**config.mk**
```make
export PLATFORM = sky130hd
export DESIGN_NAME = ir_frame_rx
export DESIGN_NICKNAME = d
export VERILOG_FILES = /design/src/rtl/ir_frame_rx.sv
export SDC_FILE = /design/constraint.sdc
export NUM_CORES = 1
export LEC_CHECK = 0
export BUFFER_PORTS_ARGS = -buffer_cell sky130_fd_sc_hd__buf_2
export CAP_MARGIN = 20
export CORE_MARGIN = 1
export CORE_UTILIZATION = 45
export DETAILED_ROUTE_END_ITERATION = 12
export MAX_ROUTING_LAYER = met4
export PLACE_DENSITY_LB_ADDON = 0.1
export SLEW_MARGIN = 20
export SYNTH_ARGS = -nofsm -noshare
export SYNTH_HDL_FRONTEND = slang
export SYNTH_SLANG_ARGS = --single-unit
```
**constraint.sdc**
```tcl
create_clock -name clk -period 15.2 [get_ports clk]
set_clock_uncertainty 0.1 [all_clocks]
set_input_delay 1.52 -clock clk [delete_from_list [all_inputs] [get_ports clk]]
set_output_delay 1.52 -clock clk [all_outputs]
set_load 0.01 [all_outputs]
```
**src/rtl/ir_frame_rx.sv**
```systemverilog
// ==========================================================================
// Module      : ir_frame_rx
// Description : IR remote frame receiver. Measures the mark and space widths
//               of the leader/35-bit/connect/32-bit/stop frame and decodes it.
// Revision    : 1.0 - initial release
// ==========================================================================
`default_nettype none

module ir_frame_rx #(
    parameter int T_LEAD_MARK_MIN  = 1000000,
    parameter int T_LEAD_MARK_MAX  = 1250000,
    parameter int T_LEAD_SPACE_MIN = 500000,
    parameter int T_LEAD_SPACE_MAX = 625000,
    parameter int T_MARK_MIN       = 37500,
    parameter int T_MARK_MAX       = 112500,
    parameter int T_ZERO_MIN       = 37500,
    parameter int T_ZERO_MAX       = 112500,
    parameter int T_ONE_MIN        = 150000,
    parameter int T_ONE_MAX        = 250000,
    parameter int T_CONN_MIN       = 2250000,
    parameter int T_CONN_MAX       = 2750000,
    parameter int T_TIMEOUT        = 3125000
) (
    input  logic        clk,
    input  logic        rst,
    input  logic        ir_in,
    output logic [34:0] data35_out,
    output logic [31:0] data32_out,
    output logic        frame_valid,
    output logic        frame_err,
    output logic        busy,
    output logic        led_out
);

    typedef enum logic [3:0] {
        IDLE       = 4'd0,
        LEAD_MARK  = 4'd1,
        LEAD_SPACE = 4'd2,
        D35_MARK   = 4'd3,
        D35_SPACE  = 4'd4,
        CONN_MARK  = 4'd5,
        CONN_SPACE = 4'd6,
        D32_MARK   = 4'd7,
        D32_SPACE  = 4'd8,
        STOP_MARK  = 4'd9
    } state_t;

    state_t      state, state_n;
    logic        s1, s2, prev;
    logic [21:0] cnt;
    logic [5:0]  bitcnt, bitcnt_n;
    logic [34:0] shift35, shift35_n;
    logic [31:0] shift32, shift32_n;
    logic        valid_n, err_n, load;
    logic        fall, rise, timeout;

    function automatic logic in_win(input logic [21:0] w, input logic [21:0] lo,
                                    input logic [21:0] hi);
        return (w >= lo) && (w <= hi);
    endfunction

    assign fall    = prev & ~s2;
    assign rise    = ~prev & s2;
    assign timeout = (cnt == T_TIMEOUT[21:0]);
    assign busy    = (state != IDLE);

    always_ff @(posedge clk or posedge rst) begin
        if (rst) begin
            s1   <= 1'b1;
            s2   <= 1'b1;
            prev <= 1'b1;
            cnt  <= '0;
        end else begin
            s1   <= ir_in;
            s2   <= s1;
            prev <= s2;
            if (fall || rise)
                cnt <= '0;
            else if (!timeout)
                cnt <= cnt + 22'd1;
        end
    end

    always_ff @(posedge clk or posedge rst) begin
        if (rst) begin
            state       <= IDLE;
            bitcnt      <= '0;
            shift35     <= '0;
            shift32     <= '0;
            data35_out  <= '0;
            data32_out  <= '0;
            frame_valid <= 1'b0;
            frame_err   <= 1'b0;
            led_out     <= 1'b0;
        end else begin
            state       <= state_n;
            bitcnt      <= bitcnt_n;
            shift35     <= shift35_n;
            shift32     <= shift32_n;
            frame_valid <= valid_n;
            frame_err   <= err_n;
            if (load) begin
                data35_out <= shift35;
                data32_out <= shift32;
                led_out    <= ~led_out;
            end
        end
    end

    always_comb begin
        state_n   = state;
        bitcnt_n  = bitcnt;
        shift35_n = shift35;
        shift32_n = shift32;
        valid_n   = 1'b0;
        err_n     = 1'b0;
        load      = 1'b0;
        unique case (state)
            IDLE: begin
                if (fall) begin
                    state_n   = LEAD_MARK;
                    bitcnt_n  = '0;
                    shift35_n = '0;
                    shift32_n = '0;
                end
            end
            LEAD_MARK: begin
                if (rise && in_win(cnt, T_LEAD_MARK_MIN[21:0], T_LEAD_MARK_MAX[21:0]))
                    state_n = LEAD_SPACE;
                else if (rise || timeout)
                    err_n = 1'b1;
            end
            LEAD_SPACE: begin
                if (fall && in_win(cnt, T_LEAD_SPACE_MIN[21:0], T_LEAD_SPACE_MAX[21:0]))
                    state_n = D35_MARK;
                else if (fall || timeout)
                    err_n = 1'b1;
            end
            D35_MARK, D32_MARK, CONN_MARK, STOP_MARK: begin
                if (rise && in_win(cnt, T_MARK_MIN[21:0], T_MARK_MAX[21:0])) begin
                    case (state)
                        D35_MARK:  state_n = D35_SPACE;
                        D32_MARK:  state_n = D32_SPACE;
                        CONN_MARK: state_n = CONN_SPACE;
                        default: begin
                            state_n = IDLE;
                            valid_n = 1'b1;
                            load    = 1'b1;
                        end
                    endcase
                end else if (rise || timeout)
                    err_n = 1'b1;
            end
            D35_SPACE, D32_SPACE: begin
                if (fall && (in_win(cnt, T_ZERO_MIN[21:0], T_ZERO_MAX[21:0]) ||
                             in_win(cnt, T_ONE_MIN[21:0], T_ONE_MAX[21:0]))) begin
                    // A width inside the zero window is a 0; otherwise it is a 1.
                    bitcnt_n = bitcnt + 6'd1;
                    if (state == D35_SPACE) begin
                        shift35_n = {shift35[33:0],
                                     ~in_win(cnt, T_ZERO_MIN[21:0], T_ZERO_MAX[21:0])};
                        state_n   = (bitcnt == 6'd34) ? CONN_MARK : D35_MARK;
                    end else begin
                        shift32_n = {shift32[30:0],
                                     ~in_win(cnt, T_ZERO_MIN[21:0], T_ZERO_MAX[21:0])};
                        state_n   = (bitcnt == 6'd31) ? STOP_MARK : D32_MARK;
                    end
                end else if (fall || timeout)
                    err_n = 1'b1;
            end
            CONN_SPACE: begin
                if (fall && in_win(cnt, T_CONN_MIN[21:0], T_CONN_MAX[21:0])) begin
                    state_n  = D32_MARK;
                    bitcnt_n = '0;
                end else if (fall || timeout)
                    err_n = 1'b1;
            end
            default: state_n = IDLE;
        endcase
        if (err_n)
            state_n = IDLE;
    end

endmodule

`default_nettype wire

```
==> flow_summary_export.csv, run 1 <==
group,metric,value,unit
critical_path,timing.setup.critical_path_class,"register to register",
floorplanning,die_h,136.2,microns
cells_and_area,area_growth_syn_to_layout,12.11,%
synth,synth_seq_cells,172,
cts,cts_tree,"yes",
global_routing,antenna_found_initial,0,
floorplanning,design.die.area,0.01854,sq mm
sta,tns,0,ns
routing,viasPerCell,5.483,
sta,relSlewSlack,32.79,%
run_status,status,"complete, no violations",
cells_and_area,layout-drive-gt1-share,22.99,%
routing,wl_per_cell,16.22,microns
critical_path,ff2ff_path_depth,6,
critical_path,cp.required,15.41,ns
min_path,hold_path_depth,0,
synth,syn_area,0.008102,sq mm
floorplanning,io_pins,74,
placed_design,portBuffers,73,
synth,synth.area.top_cells,"dfrtp_1, mux2_2, nand2_1",
cts,post-cts-setup-buffers,0,
routing,drtIter0Drc,339,
placed_design,hpwl,11480,microns
cts,clk_latency,0.42,ns
cts,cts.sinks,172,
synth,avgSynthCellArea,10.20,sq um
synth,async_flop_share,100.0,%
sta,slew_violations,0,
power_and_ir_drop,cellLeakagePower,0.004193,uW
global_routing,grtUsageTotal,20.40,%
synth,yosysSeqAreaShare,53.17,%
power_and_ir_drop,power,1081,uW
cells_and_area,instances_no_fill,1069,
cts,cts-buffers-inserted,17,
cells_and_area,nets,841,
critical_path,crit_path_top_delay_cell,"or4b_4",
floorplanning,die_x,136.2,microns
sta,setup_viol,0,
synth,yosysWarningCount,0,
routing,drtPass1Iterations,4,
critical_path,max_stage_delay,0.93,ns
floorplanning,core-area,0.01742,sq mm
min_path,hold_class,"register to register",
run,drv_cap,0,
synth,syn_inst,794,
critical_path,path_cells,"nand4b_1 > or4_4 > nor4_4 > o211ai_2 > or4b_4 > mux2_2",
sta,period_share,24.06,%
synth,synth_nets,803,
global_routing,grt_pass1_vias,5516,
critical_path,start_kind,"register",
synth,synth_top_area_share,52.20,%
cts,htreeDepth,4,
placed_design,dp_cells,1038,
global_routing,grt_max_degree,110,
power_and_ir_drop,p_per_area,119.0,mW/mm^2
placed_design,gp_congestion,0.9271,
critical_path,cp_max_fo,69,
critical_path,cp-end-kind,"register",
sta,fmax,273.5,MHz
synth,synth_top_area_cell,"dfrtp_1",
cts,hold_buffers,0,
routing,vias,5861,
global_routing,grt_overflow,0,
power_and_ir_drop,ir_worst_vdd,86.76,uV
cts,cts-root-buf,"clkbuf_16",
sta,finalHoldViolCount,0,
synth,synth_cell_types,64,
floorplanning,initial_core_util,46.52,%
cts,ctsResizeCount,0,
cts,cts_buffer_depth,2,
sta,max_slew.worst_pin.slew,1.008,ns
sta,grt_setup_unrepaired,"no",
global_routing,grt_pass1_wl,28700,microns
cts,clk_pin_slew,0.07,ns
routing,drtAntennaViolNets,0,
critical_path,worstPathArrival,3.86,ns
floorplanning,num_rows,48,
sta,min_period,3.657,ns
routing,drcViolationCount,0,
synth,synth_ff_type,"dfrtp_1",
routing,wl,17340,microns
cells_and_area,antenna_cells,0,
synth,synth_edf_count,0,
-- worst max-delay path, delay by kind of cell, from the launching register on --
family	cells	cell delay, ns
and+or+nand+nor	4	2.20
muxes	1	0.45
AOI/OAI and AO/OA	1	0.15
DFF	1	0.56
-- kinds of logic after synthesis --
| group | share of synthesized area (%) |
|---|---|
| flops | 53.17 |
| mux | 9.900 |
| buf+inv | 3.691 |
| simple gates | 18.66 |
| compound gates | 11.60 |
| xor+xnor | 2.054 |
| fa+ha+maj | 0.9266 |
-- routing by layer --
layer  global-route usage [%]  up-vias  share of wire [%]
met5                        -        -                  0
met2                    29.92      114                 46
met4                    6.420        0                1.4
met3                    3.990       23                4.0
li1                         -     2858                  -
met1                    28.36     2866                 48
-- placed cells by master, fill, tap and decap left out, types with 10 or more instances in the layout --
cell type and count:
clkbuf_16 17, dfrtp_1 169, o21ai_0 87, nand3_1 14, inv_1 12, nor3_1 18, xnor2_1 17, buf_2 73
nor2_1 20, a21oi_1 12, mux2_2 57, nand2_1 161, and2_1 15, mux2_4 10
-- state kept, by name (all words and copies together), names as in the netlist, 4 cells and up --
signal,cells
shift32,32
data35_out,35
bitcnt,6
state,4
shift35,35
data32_out,32
cnt,22
-- through the flow --
step	instance area [sq um]	hold slack, ns	setup WS, ns	utilization [%]
after floorplan	8102	0.2452	8.925	-
after global placement	8538	0.2496	11.65	49.02
after detailed placement	8538	0.2491	11.59	49.02
after CTS	9082	0.2585	11.57	52.15
after global routing	9082	0.2589	11.38	52.15
final	9082	0.2568	11.54	52.15
-- path summary, 6_finish.rpt --
check	endpoint	slack (ns)	from
worst max register to register	data32_out[5]	11.54	cnt[11]
worst min register to register	s2	0.26	s1
min in group asynchronous	data32_out[12]	1.20	rst
worst min-delay path	s2	0.26	s1
worst max-delay path	data32_out[5]	11.54	cnt[11]
max in group asynchronous	state[1]	12.37	rst
-- cells in the mapped netlist, types with 4 or more instances --
| library cell | n |
|---|---|
| nand2_1 | 161 |
| o211ai_1 | 5 |
| nor4b_1 | 5 |
| a21boi_0 | 6 |
| inv_1 | 13 |
| and2_1 | 16 |
| nor3_1 | 18 |
| xnor2_1 | 17 |
| ha_1 | 6 |
| nor2_1 | 20 |
| mux2_2 | 57 |
| clkbuf_1 | 47 |
| and3_1 | 5 |
| a21oi_1 | 12 |
| nor4_1 | 8 |
| nand4_1 | 9 |
| a311oi_1 | 4 |
| mux2_4 | 10 |
| a211oi_1 | 4 |
| buf_2 | 8 |
| dfrtp_1 | 169 |
| or2_2 | 6 |
| o21ai_0 | 87 |
| nand3b_1 | 5 |
| or3_1 | 8 |
| nand3_1 | 14 |
| or4_1 | 5 |
| nand2b_1 | 8 |
-- cell type report --
type | instances | area (sq um)
Clock buffer | 20 | 456.7
Fill cell | 1651 | 8334
Inverter | 13 | 53.80
Multi-Input combinational cell | 551 | 3500
Sequential cell | 172 | 4308
Clock inverter | 11 | 87.58
Tap cell | 225 | 281.5
Timing Repair Buffer | 77 | 395.4
-- where the power goes --
| part | total, uW | internal [uW] | switching, uW |
|---|---|---|---|
| sequential | 492 | 470 | 22.6 |
| clock | 400 | 219 | 181 |
| combinational | 189 | 48.1 | 140 |
Note: power is estimated with default switching activity, not from simulation.
==> run 2, diff against run 1 <==
ABC_AREA = 1   (was unset)
clock period = 3.4 ns   (was 15.2 ns; I/O delays follow)
==> flow_summary_export.csv, run 2 <==
group,metric,value,unit
placed_design,portBuffers,73,
sta,max_slew.worst_pin.slew,0.8241,ns
floorplanning,design.die.area,0.01900,sq mm
synth,synth_seq_cells,172,
critical_path,path_common_cell,"nand2_1",
synth,yosysSeqAreaShare,51.89,%
global_routing,top_usage_layer,"met2",
critical_path,start_kind,"register",
sta,setup_viol,0,
global_routing,grt_use_met3,3.826,%
cts,cts-root-buf,"clkbuf_16",
sta,min_period,2.780,ns
min_path,hold_class,"register to register",
sta,finalHoldViolCount,0,
routing,drtAntennaViolNets,0,
synth,synth_top_area_share,50.94,%
synth,synth_ff_type,"dfrtp_1",
cts,post-cts-setup-buffers,0,
sta,slew_violations,0,
synth,synth_nets,1099,
synth,synth_edf_count,0,
critical_path,cp.required,3.58,ns
cts,clk_pin_slew,0.07,ns
synth,synth.area.top_cells,"dfrtp_1, nand2_1, o21ai_1",
sta,tns,0,ns
power_and_ir_drop,power,5242,uW
global_routing,grt_util_met1,31.87,%
synth,syn_inst,1090,
cts,cts.sinks,172,
critical_path,path_cells,"inv_1 > ha_1 > nand2_1 > nor2_1 > inv_1 > nor2_1 > nand3_1 > nand2_1 > nand2_1 > nand3_2 > nand2_2 > inv_2 > nand3_4 > nand2_1 > o21ai_1",
routing,viasPerCell,5.012,
global_routing,grt_pass1_vias,6324,
power_and_ir_drop,p_per_area,555.5,mW/mm^2
cells_and_area,layout-drive-gt1-share,12.91,%
routing,wl_per_cell,14.13,microns
critical_path,cp-end-kind,"register",
sta,grt_setup_unrepaired,"no",
cells_and_area,area_growth_syn_to_layout,13.68,%
critical_path,worstPathArrival,2.96,ns
routing,drtPass1Iterations,6,
routing,vias,6971,
floorplanning,io_pins,74,
global_routing,antenna_found_initial,0,
sta,fmax,359.7,MHz
floorplanning,die_x,137.8,microns
global_routing,grtUsageTotal,22.73,%
run_status,status,"complete, no violations",
global_routing,gr-usage-met2,33.42,%
synth,avgSynthCellArea,7.616,sq um
sta,relSlewSlack,44.94,%
critical_path,crit_path_top_delay_cell,"nand3_4",
placed_design,gp_congestion,0.9668,
synth,yosysWarningCount,0,
global_routing,grt_pass1_wl,32420,microns
routing,drtIter0Drc,450,
cts,cts_buffer_depth,2,
critical_path,max_stage_delay,0.48,ns
floorplanning,num_rows,49,
cts,clk_latency,0.42,ns
power_and_ir_drop,cellLeakagePower,0.004809,uW
cells_and_area,nets,1158,
cells_and_area,mostFrequentLayoutCells,"nand2_1, dfrtp_1, nor2_1",
cells_and_area,final_common_cell,"nand2_1",
cells_and_area,reg.largest.list,"data35_out: 35 flops, shift35: 35 flops",
placed_design,hpwl,13870,microns
cells_and_area,fillCellCount,1807,
synth,yosys-top-cells-count,"nand2_1, dfrtp_1, nor2_1, o21ai_1, inv_1",
global_routing,grt_max_degree,68,
floorplanning,die_h,137.8,microns
synth,synth_top_area_cell,"dfrtp_1",
power_and_ir_drop,ir_worst_vdd,617.9,uV
synth,synth.most_common_cell,"nand2_1",
sta,period_share,81.78,%
routing,drcViolationCount,0,
synth,synth_cell_types,32,
cts,cts-buffers-inserted,17,
cells_and_area,antenna_cells,0,
synth,syn_area,0.008302,sq mm
routing,wl,19650,microns
critical_path,cp.buffers_inverters,3,
cts,cts_tree,"yes",
synth,async_flop_share,100.0,%
cts,htreeDepth,4,
global_routing,grt_overflow,0,
floorplanning,core-area,0.01802,sq mm
critical_path,timing.setup.critical_path_class,"register to register",
critical_path,crit_family,"simple AND/OR/NAND/NOR gates",
critical_path,cp_max_fo,64,
run,drv_cap,0,
floorplanning,initial_core_util,46.06,%
-- run 2: cell types whose count changed after synthesis, moves of 16 or more --
cell / before / now
nand2_1: 161 / 460
o21ai_1: 0 / 75
nor2_1: 20 / 89
o21ai_0: 87 / 24
mux2_2: 57 / 0
inv_1: 13 / 63
nand3_1: 14 / 51
clkbuf_1: 47 / 12
and2_1: 16 / 0
xnor2_1: 17 / 1
-- run 2: cell type report --
class,instances,area (sq um),area share [%]
tap,229,286.5,3.036
inverter,74,281.5,2.983
clock inverter,14,152.6,1.617
clock buffer,18,439.2,4.653
timing repair buffer,86,505.5,5.356
multi-input combinational,798,3465,36.71
sequential,172,4308,45.64
-- run 2: metrics by stage --
stage,setup slack [ns],instance area [sq um],hold slack [ns],std cells,util (%)
finish,0.6196,9438,0.2604,1391,52.36
detailed placement,0.6284,8826,0.2509,1357,48.97
floorplan,0.7658,8305,0.2445,1090,-
global route,0.3139,9438,0.2658,1391,52.36
CTS,0.5987,9438,0.2655,1391,52.36
global placement,0.6961,8826,0.2497,1357,48.97
-- run 2: kinds of logic (layout without fill, tap and decap cells) --
| family | after synthesis | in the layout | synth area share, % |
|---|---|---|---|
| and+or+nand+nor | 653 | 653 | 32.07 |
| adders and majority gates | 6 | 6 | 0.9043 |
| AOI/OAI and AO/OA | 136 | 136 | 8.440 |
| DFF | 172 | 172 | 51.89 |
| buffers and inverters | 120 | 192 | 6.375 |
| xor gates and xnor gates | 3 | 3 | 0.3166 |
-- run 2: worst paths after layout --
| check | endpoint | slack [ns] | depth (start not counted) | start |
|---|---|---|---|---|
| worst max-delay path | shift32[1] | 0.62 | 15 | cnt[0] |
| worst min-delay path | s2 | 0.26 | 0 | s1 |
| worst max register to register | shift32[1] | 0.62 | 15 | cnt[0] |
| worst min register to register | s2 | 0.26 | 0 | s1 |
| max in group asynchronous | shift35[14] | 1.72 | 5 | rst |
| min in group asynchronous | cnt[7] | 0.51 | 3 | rst |
-- run 2: timing repair --
| item | in CTS | in global routing |
|---|---|---|
| endpoints found under the hold margin | 32 | 0 |
| hold buffers | 2 | 0 |
| resized for setup | 0 | 0 |
-- run 2: layer usage --
metal  wire length, microns  vias to the layer above
met5                      0                        -
met4                    386                        0
met3                    802                       30
met2                   8518                      164
met1                   9945                     3186
li1                       -                     3591
-- run 2: report_power, final --
group / leakage (uW) / switching [uW] / total [uW] / internal (uW)
sequential: 0.00238 / 59.5 / 2170 / 2110
clock: 0.000286 / 886 / 1950 / 1060
combinational: 0.00214 / 852 / 1130 / 275
total: 0.00481 / 1800 / 5240 / 3440
